## config.mk

```make
export PLATFORM = sky130hd
export DESIGN_NAME = bus_timer_flat
export DESIGN_NICKNAME = d
export VERILOG_FILES = /design/src/rtl/bus_timer_pkg.sv /design/src/rtl/bus_timer_if.sv /design/src/rtl/bus_timer_prescaler.sv /design/src/rtl/bus_timer.sv /design/src/flat_wrapper.sv
export SDC_FILE = /design/constraint.sdc
export NUM_CORES = 1
export LEC_CHECK = 0
export ABC_AREA = 1
export BUFFER_PORTS_ARGS = -buffer_cell sky130_fd_sc_hd__buf_2
export CAP_MARGIN = 20
export CORE_MARGIN = 2
export CORE_UTILIZATION = 35
export DETAILED_ROUTE_END_ITERATION = 8
export HOLD_SLACK_MARGIN = 0.02
export PLACE_DENSITY_LB_ADDON = 0.1
export SYNTH_ARGS = -nofsm -noshare
export SYNTH_HDL_FRONTEND = slang
export SYNTH_SLANG_ARGS = --single-unit
export TNS_END_PERCENT = 5
```

## constraint.sdc

```tcl
create_clock -name clk_bus -period 3 [get_ports clk_bus]
set_clock_uncertainty 0.2 [all_clocks]
set_input_delay 0.3 -clock clk_bus [delete_from_list [all_inputs] [get_ports clk_bus]]
set_output_delay 0.3 -clock clk_bus [all_outputs]
set_load 0.02 [all_outputs]
```

## src/rtl/bus_timer_pkg.sv

```systemverilog
// bus_timer_pkg: register offsets, CTRL/STATUS bit indices and FSM states for bus_timer
package bus_timer_pkg;
  localparam logic [2:0] OFF_CTRL   = 3'd0;
  localparam logic [2:0] OFF_PRESC  = 3'd1;
  localparam logic [2:0] OFF_COUNT  = 3'd2;
  localparam logic [2:0] OFF_CMP    = 3'd3;
  localparam logic [2:0] OFF_STATUS = 3'd4;
  localparam logic [2:0] OFF_CAP    = 3'd5;
  localparam int CTRL_EN    = 0;
  localparam int CTRL_AUTO  = 1;
  localparam int CTRL_IE    = 2;
  localparam int STAT_MATCH = 0;
  localparam int STAT_CAPF  = 1;
  typedef enum logic [1:0] {S_IDLE, S_RUN, S_DONE} state_t;
endpackage

```

## src/rtl/bus_timer_if.sv

```systemverilog
// bus_timer_if: CPU data-bus signals between the CPU (master) and bus_timer (slave)
interface bus_timer_if;
  logic [15:0] Addr;
  logic [15:0] Din;
  logic        write;
  logic [15:0] Dout;
  logic        irq;
  modport master (output Addr, Din, write, input Dout, irq);
  modport slave  (input Addr, Din, write, output Dout, irq);
endinterface

```

## src/rtl/bus_timer_prescaler.sv

```systemverilog
// timer_prescaler: free-running divider producing a one-cycle tick when the counter reaches PRESC
module timer_prescaler (
  input  logic        clk_bus,
  input  logic        rst_bus,
  input  logic        i_clear,
  input  logic        i_enable,
  input  logic [15:0] i_presc,
  output logic        o_tick
);
  logic [15:0] r_cnt;
  assign o_tick = i_enable && !i_clear && r_cnt == i_presc;
  // count up while enabled, wrapping to 0 on the tick; a clear restarts the period
  always_ff @(posedge clk_bus or posedge rst_bus)
    if (rst_bus) r_cnt <= '0;
    else if (i_clear) r_cnt <= '0;
    else if (i_enable) r_cnt <= o_tick ? 16'd0 : r_cnt + 16'd1;
endmodule

```

## src/rtl/bus_timer.sv

```systemverilog
// bus_timer: memory-mapped compare timer with auto-reload and irq; input capture when BUS_TIMER_CAPTURE_EN is defined
module bus_timer
  import bus_timer_pkg::*;
#(
  parameter logic [15:0] BASE_ADDR = 16'hFF00
) (
  input logic clk_bus,
  input logic rst_bus,
`ifdef BUS_TIMER_CAPTURE_EN
  input logic cap_in,
`endif
  bus_timer_if.slave bus
);
  state_t      r_state, w_next;
  logic        r_auto, r_ie, r_match, r_capf, r_irq;
  logic [15:0] r_presc, r_count, r_cmp, w_cap, w_rd;
  logic        w_sel, w_wr, w_wr_ctrl, w_wr_presc, w_wr_count, w_wr_cmp, w_wr_status;
  logic        w_tick, w_match, w_cap_evt;
  logic [2:0]  w_off;

  assign w_sel       = bus.Addr[15:3] == BASE_ADDR[15:3];
  assign w_off       = bus.Addr[2:0];
  assign w_wr        = bus.write && w_sel;
  assign w_wr_ctrl   = w_wr && w_off == OFF_CTRL;
  assign w_wr_presc  = w_wr && w_off == OFF_PRESC;
  assign w_wr_count  = w_wr && w_off == OFF_COUNT;
  assign w_wr_cmp    = w_wr && w_off == OFF_CMP;
  assign w_wr_status = w_wr && w_off == OFF_STATUS;
  assign w_match     = w_tick && r_count == r_cmp;

  timer_prescaler u_presc (
    .clk_bus (clk_bus),
    .rst_bus (rst_bus),
    .i_clear (r_state != S_RUN || w_wr_ctrl),
    .i_enable(r_state == S_RUN),
    .i_presc (r_presc),
    .o_tick  (w_tick)
  );

`ifdef BUS_TIMER_CAPTURE_EN
  logic [2:0]  r_sync;
  logic [15:0] r_cap;
  // two synchronizer flops followed by a delay flop for rising-edge detection
  always_ff @(posedge clk_bus or posedge rst_bus)
    if (rst_bus) r_sync <= '0;
    else r_sync <= {r_sync[1:0], cap_in};
  assign w_cap_evt = r_sync[1] && !r_sync[2] && r_state == S_RUN;
  // latch COUNT on a synchronized rising edge of cap_in
  always_ff @(posedge clk_bus or posedge rst_bus)
    if (rst_bus) r_cap <= '0;
    else if (w_cap_evt) r_cap <= r_count;
  assign w_cap = r_cap;
`else
  assign w_cap_evt = 1'b0;
  assign w_cap     = '0;
`endif

  // state register
  always_ff @(posedge clk_bus or posedge rst_bus)
    if (rst_bus) r_state <= S_IDLE;
    else r_state <= w_next;

  // an EN write selects RUN/IDLE from any state; a one-shot match parks in DONE
  always_comb
    w_next = w_wr_ctrl ? (bus.Din[CTRL_EN] ? S_RUN : S_IDLE) :
             (w_match && !r_auto) ? S_DONE : r_state;

  // registers: CPU COUNT write beats the tick, hardware flag set beats write-1-clear
  always_ff @(posedge clk_bus or posedge rst_bus)
    if (rst_bus) begin
      r_auto  <= 1'b0;
      r_ie    <= 1'b0;
      r_presc <= '0;
      r_cmp   <= '0;
      r_count <= '0;
      r_match <= 1'b0;
      r_capf  <= 1'b0;
      r_irq   <= 1'b0;
    end else begin
      if (w_wr_ctrl) begin
        r_auto <= bus.Din[CTRL_AUTO];
        r_ie   <= bus.Din[CTRL_IE];
      end
      if (w_wr_presc) r_presc <= bus.Din;
      if (w_wr_cmp) r_cmp <= bus.Din;
      r_count <= w_wr_count ? bus.Din :
                 w_match ? (r_auto ? 16'd0 : r_count) :
                 w_tick ? r_count + 16'd1 : r_count;
      r_match <= w_match || (r_match && !(w_wr_status && bus.Din[STAT_MATCH]));
      r_capf  <= w_cap_evt || (r_capf && !(w_wr_status && bus.Din[STAT_CAPF]));
      r_irq   <= r_ie && (w_match || w_cap_evt);
    end

  assign w_rd = w_off == OFF_CTRL   ? {13'd0, r_ie, r_auto, r_state == S_RUN} :
                w_off == OFF_PRESC  ? r_presc :
                w_off == OFF_COUNT  ? r_count :
                w_off == OFF_CMP    ? r_cmp :
                w_off == OFF_STATUS ? {14'd0, r_capf, r_match} :
                w_off == OFF_CAP    ? w_cap : 16'h0000;
  assign bus.Dout = w_sel ? w_rd : 16'h0000;
  assign bus.irq  = r_irq;
endmodule

```

## src/flat_wrapper.sv

```systemverilog
// flat-port wrapper written by rule: the top's interface ports become plain ports
module bus_timer_flat import bus_timer_pkg::*;
#(
  parameter logic [15:0] BASE_ADDR = 16'hFF00
)
  (clk_bus, rst_bus, bus_Addr, bus_Din, bus_write, bus_Dout, bus_irq);
  bus_timer_if bus_i ();
  input logic clk_bus;
  input logic rst_bus;
  input wire logic [$bits(bus_i.Addr)-1:0] bus_Addr;
  input wire logic [$bits(bus_i.Din)-1:0] bus_Din;
  input wire logic [$bits(bus_i.write)-1:0] bus_write;
  output wire logic [$bits(bus_i.Dout)-1:0] bus_Dout;
  output wire logic [$bits(bus_i.irq)-1:0] bus_irq;
  assign bus_i.Addr = bus_Addr;
  assign bus_i.Din = bus_Din;
  assign bus_i.write = bus_write;
  assign bus_Dout = bus_i.Dout;
  assign bus_irq = bus_i.irq;
  bus_timer #(.BASE_ADDR(BASE_ADDR)) u_core (.clk_bus(clk_bus), .rst_bus(rst_bus), .bus(bus_i));
endmodule
```

# --- Word level (Yosys, flattened, before mapping) ---
# Cells that the tools add are included.
word_totals:
  reg_bits: 71
  latch_bits: 0
  ram_bits: 0
  rom_bits: 0
  inputBits: 35
  out_inout_bits: 17
  elab_cells: 64
  n_memories: 0
classes:
  addsub: 2
  mul: 0
  n_div: 0
  order_cmp: 0
  eq_ne: 10
  shifts: 0
  muxes: 16
  bitwise: 0
  reduce_logical: 26
ops:
  columns: ["op", "count"]
  rows:
  - ["2-to-1 mux 16 bit", 12]
  - ["adder 16 x 1 -> 16 bit, second input constant", 2]
  - ["equality test 16 bit", 2]
  - ["logical AND 1 bit", 15]
  - ["equality test 13 bit, second input constant", 1]
  - ["equality test 3 x 2 -> 1 bit, second input constant", 2]
  - ["2-to-1 mux 2 bit", 3]
  - ["logical NOT 1 bit", 4]
  - ["nonzero test 2 bit", 2]
  - ["equality test 3 x 1 -> 1 bit, second input constant", 1]
  - ["equality test 3 bit, second input constant", 1]
  - ["logical NOT 3 bit", 1]
  - ["!= test 3 x 1 -> 1 bit, second input constant", 1]
  - ["nonzero test 3 bit", 1]
  - ["equality test 2 x 1 -> 1 bit, second input constant", 1]
  - ["logical OR 1 bit", 2]
  - ["!= test 2 x 1 -> 1 bit, second input constant", 1]
  - ["AND reduction 2 bit", 1]
  - ["2-to-1 mux 1 bit", 1]

# --- Longest topological paths before layout ---
# Gate-level depths: netlist of the first run.
logic_depth:
  ltp_word: 11
  ltp_mapped: 14

# --- Hierarchy ---
# Synthesis of the first run repeated with hierarchy kept, for this count alone.
unflattened:
  hier_cells: 806
  hier_area_um2: 5124.9
modules_own_cells:
  columns: ["mod", "n_inst", "cells_per_inst", "area_each_um2"]
  rows:
  - ["bus_timer", 1, 603, 3824.9]
  - ["timer_prescaler", 1, 203, 1300.0]

# --- Worst setup path after synthesis of the first run ---
# No wires, ideal clock.
synth_timing:
  path_type: "input to output"
  from: "input port bus_Addr[7]"
  to: "output port bus_Dout[1]"
  t_arrival_ns: 1.458
  required_time_ns: 2.500
  path_slack_ns: 1.042
  stages: 5
  path_buffers: 0
  path_cell_list: "inv_1 -> nand2_1 -> nor4_1 -> nand2_1 -> a221oi_1"
synth_via:
  elab_chain_len: 2
synth_lines:
  columns: ["item", "line", "source"]
  rows:
  - ["start, declared", "flat_wrapper.sv:10", "input wire logic [$bits(bus_i.Addr)-1:0] bus_Addr;"]
  - ["equality test 13 bit", "bus_timer.sv:21", "assign w_sel = bus.Addr[15:3] == BASE_ADDR[15:3];"]
  - ["2-to-1 mux 16 bit", "bus_timer.sv:100", "assign bus.Dout = w_sel ? w_rd : 16'h0000;"]
  - ["end, declared", "flat_wrapper.sv:13", "output wire logic [$bits(bus_i.Dout)-1:0] bus_Dout;"]
# Every way passes these cells.

# --- Final worst setup path of the first run ---
layout_timing:
  from: "input port bus_Addr[0]"
  to: "output port bus_Dout[2]"
layout_via:
  elab_chain_len: 6
  elab_cells_between_ends: 9
layout_lines:
  columns: ["item", "line", "source"]
  rows:
  - ["equality test 3 x 2 -> 1 bit", "bus_timer.sv:97", "w_off == OFF_CMP ? r_cmp :"]
  - ["2-to-1 mux 16 bit", "bus_timer.sv:97", null]
  - ["2-to-1 mux 16 bit", "bus_timer.sv:96", "w_off == OFF_COUNT ? r_count :"]
  - ["2-to-1 mux 16 bit", "bus_timer.sv:95", "w_off == OFF_PRESC ? r_presc :"]
  - ["2-to-1 mux 16 bit (*)", "bus_timer.sv:94", "assign w_rd = w_off == OFF_CTRL ? {13'd0, r_ie, r_auto, r_state == S_RUN} :"]
  - ["2-to-1 mux 16 bit (*)", "bus_timer.sv:100", null]
# Every way passes the cells marked *; elsewhere a longest branch is shown, timed or not.

==> summary.md, run 1 <==
| Metric | Value |
|---|---|
| Detail Placement HPWL | 9169 um |
| Max FO, Critical Path | 15 |
| Starting Density | 35.61% |
| Nets@finish | 731 |
| Initial antenna violation count | 0 |
| Area leader, netlist | dfrtp_1 |
| IO Port Bufs | 51 |
| Clock Path Buffers | 2 |
| Max H-tree Level | 3 |
| Hold buffers post-CTS | 1 |
| CTS root buffer | clkbuf_16 |
| Die H | 119.6 um |
| Pwr/cell area | approximately 410 nW/um2 |
| Synth Area in Simple Gates | 34.37% |
| Gates resized, CTS repair | 0 |
| WL final | 11880 um |
| Layout Utilization | 41.35% |
| Critical Path End Type | primary output |
| 1st-iter DRT viols | between 200 and 300 |
| Status | finished clean |
| # rows | 42 |
| Relative slew slack | 68.72% |
| First-pass GRT wire length | about 20000 um |
| Crit start category | input pin |
| Leading cell type in the layout, fill and taps excluded | nand2_1 |
| Post-Synth XOR/XNOR Area | 6.740% |
| DR pass1 iterations | 5 |
| Per-cell routed wire length | 13.58 um |
| CTS clk-pin slew, worst paths | 0.05 ns |
| Worst vdd ir | 0.0002028 V |
| FF-to-FF path depth | 12 |
| CP max stage delay | 0.37 ns |
| Synth warnings | 0 |
| Tot GR Track Use | 18.13% |
| Critical Path AT | 1.76 ns |
| Max cap viols | 0 |
| Setup repair bufs after CTS | 0 |
| Share of the synthesized area in the top cell type | 37.98% |
| Cell Area, Synth | 4678 um2 |
| Achievable clock frequency | about 440 MHz |
| Synth cell types | 42 |
| Finished Cell Area | 5433 um2 |
| Final Hold Viols | 0 |
| Routed Antenna Nets | 0 |
| Setup CP Type | input pin to primary output |
| Post-synthesis mux area share | 0% |
| DRC Markers | 0 |
| Fin crit share | 75.17% |
| TritonCTS buffer count | 9 |
| Crit path cell chain | buf_2, inv_1, nor2_1, nand2_1, inv_1, a22oi_1, a221oi_1, buf_2 |
| Share of layout cells above drive strength 1 | 17.60% |
| Fin. max-slew vios | 0 |
| Pin count of the biggest net entering global routing | 55 |
| Placed inst area | 5097 um2 |
| CP max stage cell | inv_1 |
| Vias in the first global route | 3961 |
| DR vias | between 4000 and 5000 |
| Combinational family with the most area after synthesis | simple AND/OR/NAND/NOR gates |
| Final Critical Period | about 2.3 ns |
| Final setup fails | 0 |
| Total negative slack | 0 ns |
| Tightest Hold Check Type | input pin to register |
| Avg Cell Area, Syn | about 7.2 um2 |
| Synth Net Count | approximately 700 |
| Overflow after GRT | 0 |
| Register area share after synthesis | 37.98% |
| Via-per-instance ratio | 4.683 |
| Post-synthesis compound-gate area fraction | 10.51% |
| Most frequent cells in the layout | 200 x nand2_1, 75 x inv_1, 71 x dfrtp_1 |
| Core Box Area | 13140 um2 |
| Die X | 119.6 um |
| Die ar. | 14310 um2 |
| ANT cells | 0 |
| Post-synth ARST share | 100.0% |
| Critical Path RT | approximately 2.5 ns |
| Hold Path Stages | 3 |
| Pwr Total | about 0.0022 W |
| Yosys reg bits | 71 |
| Area contributors post-synth | dfrtp_1 38%, nand2_1 16%, inv_1 6.1% |
| Pleak | between 2 and 3 nW |
| Clk Latency, worst-skew pair | 0.34 ns |
| Adder-Cell Fraction of Synth Area | less than 1% |
| Slew @ Worst Pin | 0.4687 ns |
| IO Count | 52 |
| Total clock sinks | around 70 |
| CTS tree | yes |
| RSZ-0062 raised after global routing | no |
| EDFF count, synth | 0 |
| Synthesized instance count | 646 |
| Area growth syn-to-layout | 16.13% |
| Top FF cell, synth | dfrtp_1 |
| Gp weighted congestion | ~0.8 |
==> worst max-delay path, delay by kind of cell <==
kind / cells / cell delay, ns
AO/OA/AOI/OAI: 2 / 0.46
buffers and inverters: 4 / 0.83
AND/OR/NAND/NOR: 2 / 0.17
==> metrics by stage <==
stage / hold WS (ns) / instances / setup WS, ns
2_1_floorplan: 0.2262 / 646 / 0.7034
3_3_place_gp: 0.1347 / 858 / 0.7404
3_5_place_dp: 0.1319 / 858 / 0.7032
4_1_cts: 0.05561 / 875 / 0.6979
5_1_grt: 0.07470 / 875 / 0.5384
6_report: 0.06969 / 875 / 0.7449
==> layout make-up <==
class	instances	area [um2]
Fill cell	1375	7705
Multi-Input combinational cell	466	2440
Sequential cell	71	1777
Timing Repair Buffer	62	352.8
Inverter	84	317.8
Clock buffer	13	260.3
Tap cell	176	220.2
Clock inverter	3	65.06
==> power breakdown <==
| part | internal [W] | total [W] | switching, W |
|---|---|---|---|
| Sequential | 0.000958 | 0.000959 | 0.000000188 |
| Combinational | 0.0000306 | 0.0000993 | 0.0000687 |
| Clock | 0.000772 | 0.00117 | 0.000400 |
| Total | 0.00176 | 0.00223 | 0.000469 |
==> routing by layer <==
layer	vias up	track usage, %	wire length, um
met4	0	7.279	210
met2	67	28.43	5373
li1	2131	-	-
met3	12	2.567	394
met5	-	0	0
met1	1888	25.22	5902
==> path summary, 6_finish.rpt <==
check / slack, ns / end / startpoint
setup / recovery: 0.74 / bus_Dout[2] / bus_Addr[0]
hold / removal: 0.07 / u_core.r_ie / bus_Din[2]
setup reg to reg: 0.82 / u_core.r_count[10] / u_core.u_presc.r_cnt[8]
hold reg to reg: 0.30 / u_core.r_capf / u_core.r_capf
max in group asynchronous: 1.65 / u_core.r_count[1] / rst_bus
min in group asynchronous: 0.31 / u_core.u_presc.r_cnt[13] / rst_bus
==> Yosys cell counts (2+ instances only) <==
cell type,number
a21oi_1,21
a221oi_1,2
a22oi_1,14
buf_1,2
buf_2,13
buf_6,2
clkbuf_1,5
clkbuf_2,2
dfrtp_1,71
ha_1,2
inv_1,76
inv_2,7
nand2_1,200
nand2_2,13
nand2_4,12
nand3_1,24
nand3b_1,6
nand4_1,6
nand4_4,2
nor2_1,56
nor2_2,2
nor2_4,4
nor3_1,6
nor3_2,3
nor4_1,3
o21ai_0,40
o21ai_1,2
o221ai_1,2
xnor2_1,19
xor2_1,17
==> kinds of logic (layout without fill, tap and decap cells) <==
| logic type | count (synthesis) | after routing |
|---|---|---|
| compound gates | 86 | 86 |
| flops | 71 | 71 |
| simple gates | 342 | 342 |
| buf+inv | 109 | 162 |
| xor+xnor | 36 | 36 |
| fa+ha+maj | 2 | 2 |
==> registers in the layout, indices dropped and copies added (netlist names) <==
| signal | cells |
|---|---|
| u_core.u_presc.r_cnt | 16 |
| u_core.r_capf | 1 |
| u_core.r_cmp | 16 |
| u_core.bus.irq | 1 |
| u_core.r_auto | 1 |
| u_core.r_count | 16 |
| u_core.r_match | 1 |
| u_core.r_state | 2 |
| u_core.r_ie | 1 |
| u_core.r_presc | 16 |
(Power assumes the default switching activity.)
==> run 2, diff against run 1 <==
--- a/config.mk
+++ b/config.mk
@@ -5,7 +5,7 @@
 export SDC_FILE = /design/constraint.sdc
 export NUM_CORES = 1
 export LEC_CHECK = 0
-export ABC_AREA = 1
+export ABC_AREA = 0
 export BUFFER_PORTS_ARGS = -buffer_cell sky130_fd_sc_hd__buf_2
 export CAP_MARGIN = 20
 export CORE_MARGIN = 2
==> constraint.sdc (replaced) <==
create_clock -name clk_bus -period 2.33 [get_ports clk_bus]
set_clock_uncertainty 0.2 [all_clocks]
set_input_delay 0.233 -clock clk_bus [delete_from_list [all_inputs] [get_ports clk_bus]]
set_output_delay 0.233 -clock clk_bus [all_outputs]
set_load 0.02 [all_outputs]
==> summary.md, run 2 <==
| Metric | Value |
|---|---|
| DP Worst Slack | -0.4335 ns |
| CTS root buffer | clkbuf_16 |
| Final setup fails | 30 |
| Share of the synthesized area in the top cell type | 41.70% |
| RR Startpoint | u_core.r_cmp[9] |
| Critical Path RT | 1.90 ns |
| Clk Latency, worst-skew pair | approximately 0.34 ns |
| Critical Path End Type | primary output |
| Starting Density | roughly 36% |
| Tightest Hold Check Type | input pin to register |
| Synth Area in Simple Gates | 20.62% |
| EDFF count, synth | 0 |
| Worst vdd ir | 0.0003056 V |
| Final Hold Viols | 0 |
| Crit path cell chain | buf_6, or4b_1, or4_4, or3_4, buf_12, nor2_4, buf_6 |
| Reg-to-reg endpoint | u_core.r_count[11] |
| Fin. max-slew vios | 0 |
| Share of layout cells above drive strength 1 | 41.80% |
| Status | complete, but fails checks |
| Failing checks | negative setup slack |
| Area growth syn-to-layout | 44.61% |
| Gp weighted congestion | roughly 0.93 |
| Overflow after GRT | 0 |
| Pleak | 2.882 nW |
| Per-cell routed wire length | 17.76 um |
| First-pass GRT wire length | 20790 um |
| Avg Cell Area, Syn | between 9 and 10 um2 |
| Detail Placement HPWL | approximately 9500 um |
| Total clock sinks | 71 |
| Area leader, netlist | dfrtp_1 |
| CP max stage cell | or4b_1 |
| Most frequent cells in the layout | 82 x buf_4, 71 x dfrtp_1, 37 x xor2_1 |
| Reg2Reg Setup Slack | -0.17 ns |
| Pin count of the biggest net entering global routing | 54 |
| Adder-Cell Fraction of Synth Area | 0.5874% |
| CTS clk-pin slew, worst paths | roughly 0.05 ns |
| ANT cells | 0 |
| Max H-tree Level | 3 |
| Placed Cells | 693 |
| Post-synthesis mux area share | 12.60% |
| Fin crit share | 110.0% |
| Setup ws final | -0.2326 ns |
| Synth Net Count | approximately 470 |
| # rows | 40 |
| DR pass1 iterations | 5 |
| WHS | 0.02833 ns |
| WL final | 12900 um |
| Post-Synth XOR/XNOR Area | under 10% |
| Pwr/cell area | 456.7 nW/um2 |
| DR vias | 3801 |
| Routed Antenna Nets | 0 |
| Nets@finish | 612 |
| Vias in the first global route | 3807 |
| Cell Area, Synth | around 4300 um2 |
| Crit start category | input pin |
| IO Port Bufs | 51 |
| Synth warnings | 0 |
| Fillcell total | 1091 |
| Top FF cell, synth | dfrtp_1 |
| Clock Path Buffers | 2 |
| Fin cells | 726 |
| Yosys reg bits | 71 |
| 1st-iter DRT viols | about 270 |
| DRC Markers | 0 |
| Layout Utilization | 51.51% |
| Die ar. | 13070 um2 |
| Die X | 114.3 um |
| Die H | 114.3 um |
| Combinational family with the most area after synthesis | simple AND/OR/NAND/NOR gates |
| Critical Path Source | bus_Addr[3] |
| Synth cell types | between 50 and 60 |
| Achievable clock frequency | 390.2 MHz |
| Area contributors post-synth | dfrtp_1 42%, mux2_2 11%, xor2_1 7.8% |
| IO Count | 52 |
| FF-to-FF path depth | 9 |
| Max FO, Critical Path | 7 |
| Core Box Area | ~12000 um2 |
| RSZ-0062 raised after global routing | yes |
| Leading cell type in the layout, fill and taps excluded | buf_4 |
| Post-synth ARST share | 100.0% |
| Tot GR Track Use | 21.06% |
| Register area share after synthesis | between 40% and 50% |
| Final Critical Period | 2.563 ns |
| Critical Path AT | 2.13 ns |
| Initial antenna violation count | 0 |
| Via-per-instance ratio | 5.236 |
| Count leader, synth | dfrtp_1 |
| Setup CP Type | input pin to primary output |
| Max cap viols | 0 |
| CP max stage delay | 0.50 ns |
| Commonest cells in the netlist | 71 x dfrtp_1, 42 x mux2_2, 38 x nor2_1, 38 x xor2_1, 28 x nand2_1 |
| TritonCTS buffer count | 9 |
| Setup crit end | bus_Dout[6] |
| Worst path most repeated cell | buf_6 |
| Synthesized instance count | 431 |
| CTS tree | yes |
| Slew @ Worst Pin | 0.4454 ns |
| Pwr Total | 0.002814 W |
| Relative slew slack | 70.08% |
| Post-synthesis compound-gate area fraction | 12.25% |
-- run 2: what timing repair did --
| action | CTS | global route |
|---|---|---|
| hold endpoints to repair | 61 | 0 |
| buffers inserted | 0 | 1 |
| hold buffers | 16 | 0 |
| cloned | 0 | 1 |
| pin swaps | 4 | 3 |
| gates resized for setup | 42 | 20 |
| endpoints found under the setup margin | 34 | 41 |
-- run 2: per-layer routing --
metal	GRT usage [%]	up-vias	share of wire [%]	routed length, um
met5	0	-	0	0
met4	8.049	0	1.7	224
met3	3.494	14	3.0	384
met2	33.06	72	47	6094
met1	29.21	1855	48	6195
li1	-	1860	-	-
-- run 2: final cells by class --
cell class / count / area (um2) / area share, %
flip-flops and latches: 71 / 1777 / 28.84
well taps: 147 / 183.9 / 2.985
inverters: 7 / 26.28 / 0.4265
clock inverters: 4 / 45.04 / 0.7311
multi-input cells: 329 / 2580 / 41.88
repair buffers: 157 / 1296 / 21.04
clock buffers: 11 / 252.7 / 4.102
-- run 2: through the flow --
stage          cell area [um2]  TNS, ns
4_1_cts                   6043   -4.102
3_3_place_gp              5434   -20.96
6_report                  6161   -4.309
2_1_floorplan             4387   -8.306
3_5_place_dp              5434   -21.48
5_1_grt                   6161   -6.276
-- run 2: worst min-delay path by stage --
stage	start	to	slack [ns]	depth (start not counted)
after floorplan	bus_Din[1]	u_core.r_capf	0.13	1
after global routing	bus_Din[2]	u_core.r_presc[2]	0.04	2
after global placement	rst_bus	u_core.r_presc[2]	0.07	2
after CTS	bus_Din[2]	u_core.r_presc[2]	0.03	2
after detailed placement	rst_bus	u_core.r_presc[2]	0.07	2
final	bus_Din[2]	u_core.r_presc[2]	0.03	2
-- run 2: worst max-delay path: cells and delay by family --
family | cells | cell delay, ns
simple gates | 4 | 1.51
buf+inv | 3 | 0.39
-- run 2: cells by family after synthesis --
kind of cell,after synthesis
AOI/OAI and AO/OA,79
DFF,71
buffers and inverters,31
adders and majority gates,2
and+or+nand+nor,158
xor gates and xnor gates,43
muxes,47
-- run 2: power breakdown --
| part | switching, W | internal [W] | leakage (nW) |
|---|---|---|---|
| Sequential | 0.000000204 | 0.00123 | 0.924 |
| Combinational | 0.000103 | 0.0000733 | 1.81 |
| Clock | 0.000529 | 0.000875 | 0.151 |
==> run 3, diff against run 2 <==
--- a/config.mk
+++ b/config.mk
@@ -12,7 +12,7 @@
 export CORE_UTILIZATION = 35
 export DETAILED_ROUTE_END_ITERATION = 8
 export HOLD_SLACK_MARGIN = 0.02
-export PLACE_DENSITY_LB_ADDON = 0.1
+export SLEW_MARGIN = 20
 export SYNTH_ARGS = -nofsm -noshare
 export SYNTH_HDL_FRONTEND = slang
 export SYNTH_SLANG_ARGS = --single-unit
==> summary.md, run 3 (synthesized netlist as in run 2, its figures left out) <==
| Metric | Value |
|---|---|
| Max FO, Critical Path | 13 |
| 1st-iter DRT viols | 240 |
| Pwr Total | 0.002796 W |
| IO Port Bufs | 51 |
| TritonCTS buffer count | 9 |
| Tightest Hold Check Type | input pin to register |
| Die ar. | 13070 um2 |
| Pwr/cell area | 459.0 nW/um2 |
| Slew @ Worst Pin | 0.4920 ns |
| Fin cells | 718 |
| Die X | about 110 um |
| Die H | 114.3 um |
| Clk Latency, worst-skew pair | 0.33 ns |
| DR vias | 3832 |
| Max H-tree Level | 3 |
| Starting Density | 35.62% |
| Critical Path End Type | primary output |
| Share of layout cells above drive strength 1 | around two fifths |
| Crit start category | input pin |
| IO Count | 52 |
| Max cap viols | 0 |
| Via-per-instance ratio | 5.337 |
| Per-cell routed wire length | 17.42 um |
| Fin crit share | 110.9% |
| Final setup fails | 23 |
| Area growth syn-to-layout | 42.97% |
| Worst vdd ir | between 0.0003 and 0.0004 V |
| CTS root buffer | clkbuf_16 |
| Layout Utilization | 50.92% |
| Gp weighted congestion | 0.8778 |
| Leading cell type in the layout, fill and taps excluded | buf_4 |
| Area of the multi-input gates | ~2600 um2 |
| Nets@finish | 604 |
| Critical Path RT | between 1.5 and 2 ns |
| Failing checks | negative setup slack |
| Fin. max-slew vios | 0 |
| RSZ-0062 raised after global routing | yes |
| Fillcell total | 1070 |
| Total clock sinks | 71 |
| Final Hold Viols | 0 |
| Relative slew slack | 66.95% |
| CTS tree | yes |
| Core Box Area | 11960 um2 |
| Pin count of the biggest net entering global routing | 72 |
| # rows | 40 |
| Placed Cells | 688 |
| WL final | 12510 um |
| First-pass GRT wire length | 20710 um |
| DRC Markers | 0 |
| Clock Path Buffers | 2 |
| Detail Placement HPWL | just over 9000 um |
| Critical Path AT | 2.15 ns |
| Vias in the first global route | 4009 |
| DR pass1 iterations | 4 |
| Tot GR Track Use | 20.55% |
| Setup CP Type | input pin to primary output |
| Routed Antenna Nets | 0 |
| WHS | 0.03847 ns |
| DP Worst Slack | -0.4392 ns |
| Register area | 1777 um2 |
| Final Critical Period | 2.584 ns |
| Most frequent cells in the layout | 73 x buf_4, 71 x dfrtp_1, 38 x xor2_1 |
| Pleak | around 2.8 nW |
| Achievable clock frequency | 387.0 MHz |
| Status | complete, but fails checks |
| Setup ws final | -0.2539 ns |
| Initial antenna violation count | 0 |
| ANT cells | 0 |
| Overflow after GRT | 0 |
| CTS clk-pin slew, worst paths | 0.06 ns |
==> run 3: cell count changes in the layout (fill, tap and decap cells not counted), moves of 2 or more <==
cell / previous run / this run
clkinv_2: 3 / 1
mux2_2: 30 / 34
mux2_4: 12 / 8
nor3_2: 2 / 0
buf_4: 82 / 73
==> run 3: final timing paths <==
check,from,to,slack [ns],cells past startpoint
setup / recovery,bus_Addr[3],bus_Dout[15],-0.25,7
hold / removal,bus_Din[2],u_core.r_count[2],0.04,3
setup reg to reg,u_core.r_presc[12],u_core.r_count[11],-0.15,7
hold reg to reg,u_core.r_match,u_core.r_match,0.30,1
max in group asynchronous,rst_bus,u_core.u_presc.r_cnt[6],1.29,4
min in group asynchronous,rst_bus,u_core.u_presc.r_cnt[0],0.33,4
==> run 3: layout make-up <==
type                            instances  share of cell area [%]
Multi-Input combinational cell        329                   42.28
Sequential cell                        71                   29.17
Timing Repair Buffer                  149                   20.19
Clock buffer                           12                   4.211
Tap cell                              147                   3.020
Clock inverter                          3                  0.6984
Inverter                                7                  0.4314
==> run 3: per-layer routing <==
layer  wire length, um  global-route usage, %  up-vias  share of wire, %
li1                  -                      -     1846                 -
met1              5254                  26.84     1851                42
met2              6129                  33.41      111                49
met3               771                  3.706       24               6.2
met4               353                  9.106        0               2.8
met5                 0                      0        -                 0
==> run 3: through the flow <==
stage | TNS (ns) | cell area, um2
floorplan | -8.306 | 4387
global placement | -19.17 | 5409
detailed placement | -22.11 | 5409
CTS | -3.185 | 6021
global route | -5.672 | 6091
finish | -3.519 | 6091
==> run 3: what timing repair did <==
action,CTS,global route
endpoints found under the setup margin,29,34
gates resized for setup,47,13
hold buffers,15,0
pin swaps,7,4
setup buffers,0,0
hold endpoints to repair,102,0
==> run 3: report_power, final <==
group / internal, W / total [W] / switching [W]
clock network: 0.000880 / 0.00139 / 0.000508
logic: 0.0000722 / 0.000174 / 0.000102
registers: 0.00123 / 0.00123 / 0.000000209
total: 0.00219 / 0.00280 / 0.000610
==> run 3: worst max-delay path, stage by stage <==
cell    delay, ns
buf_6        0.09
or4b_1       0.53
or4_4        0.46
or3_4        0.40
buf_12       0.18
nor2_4       0.13
buf_6        0.13
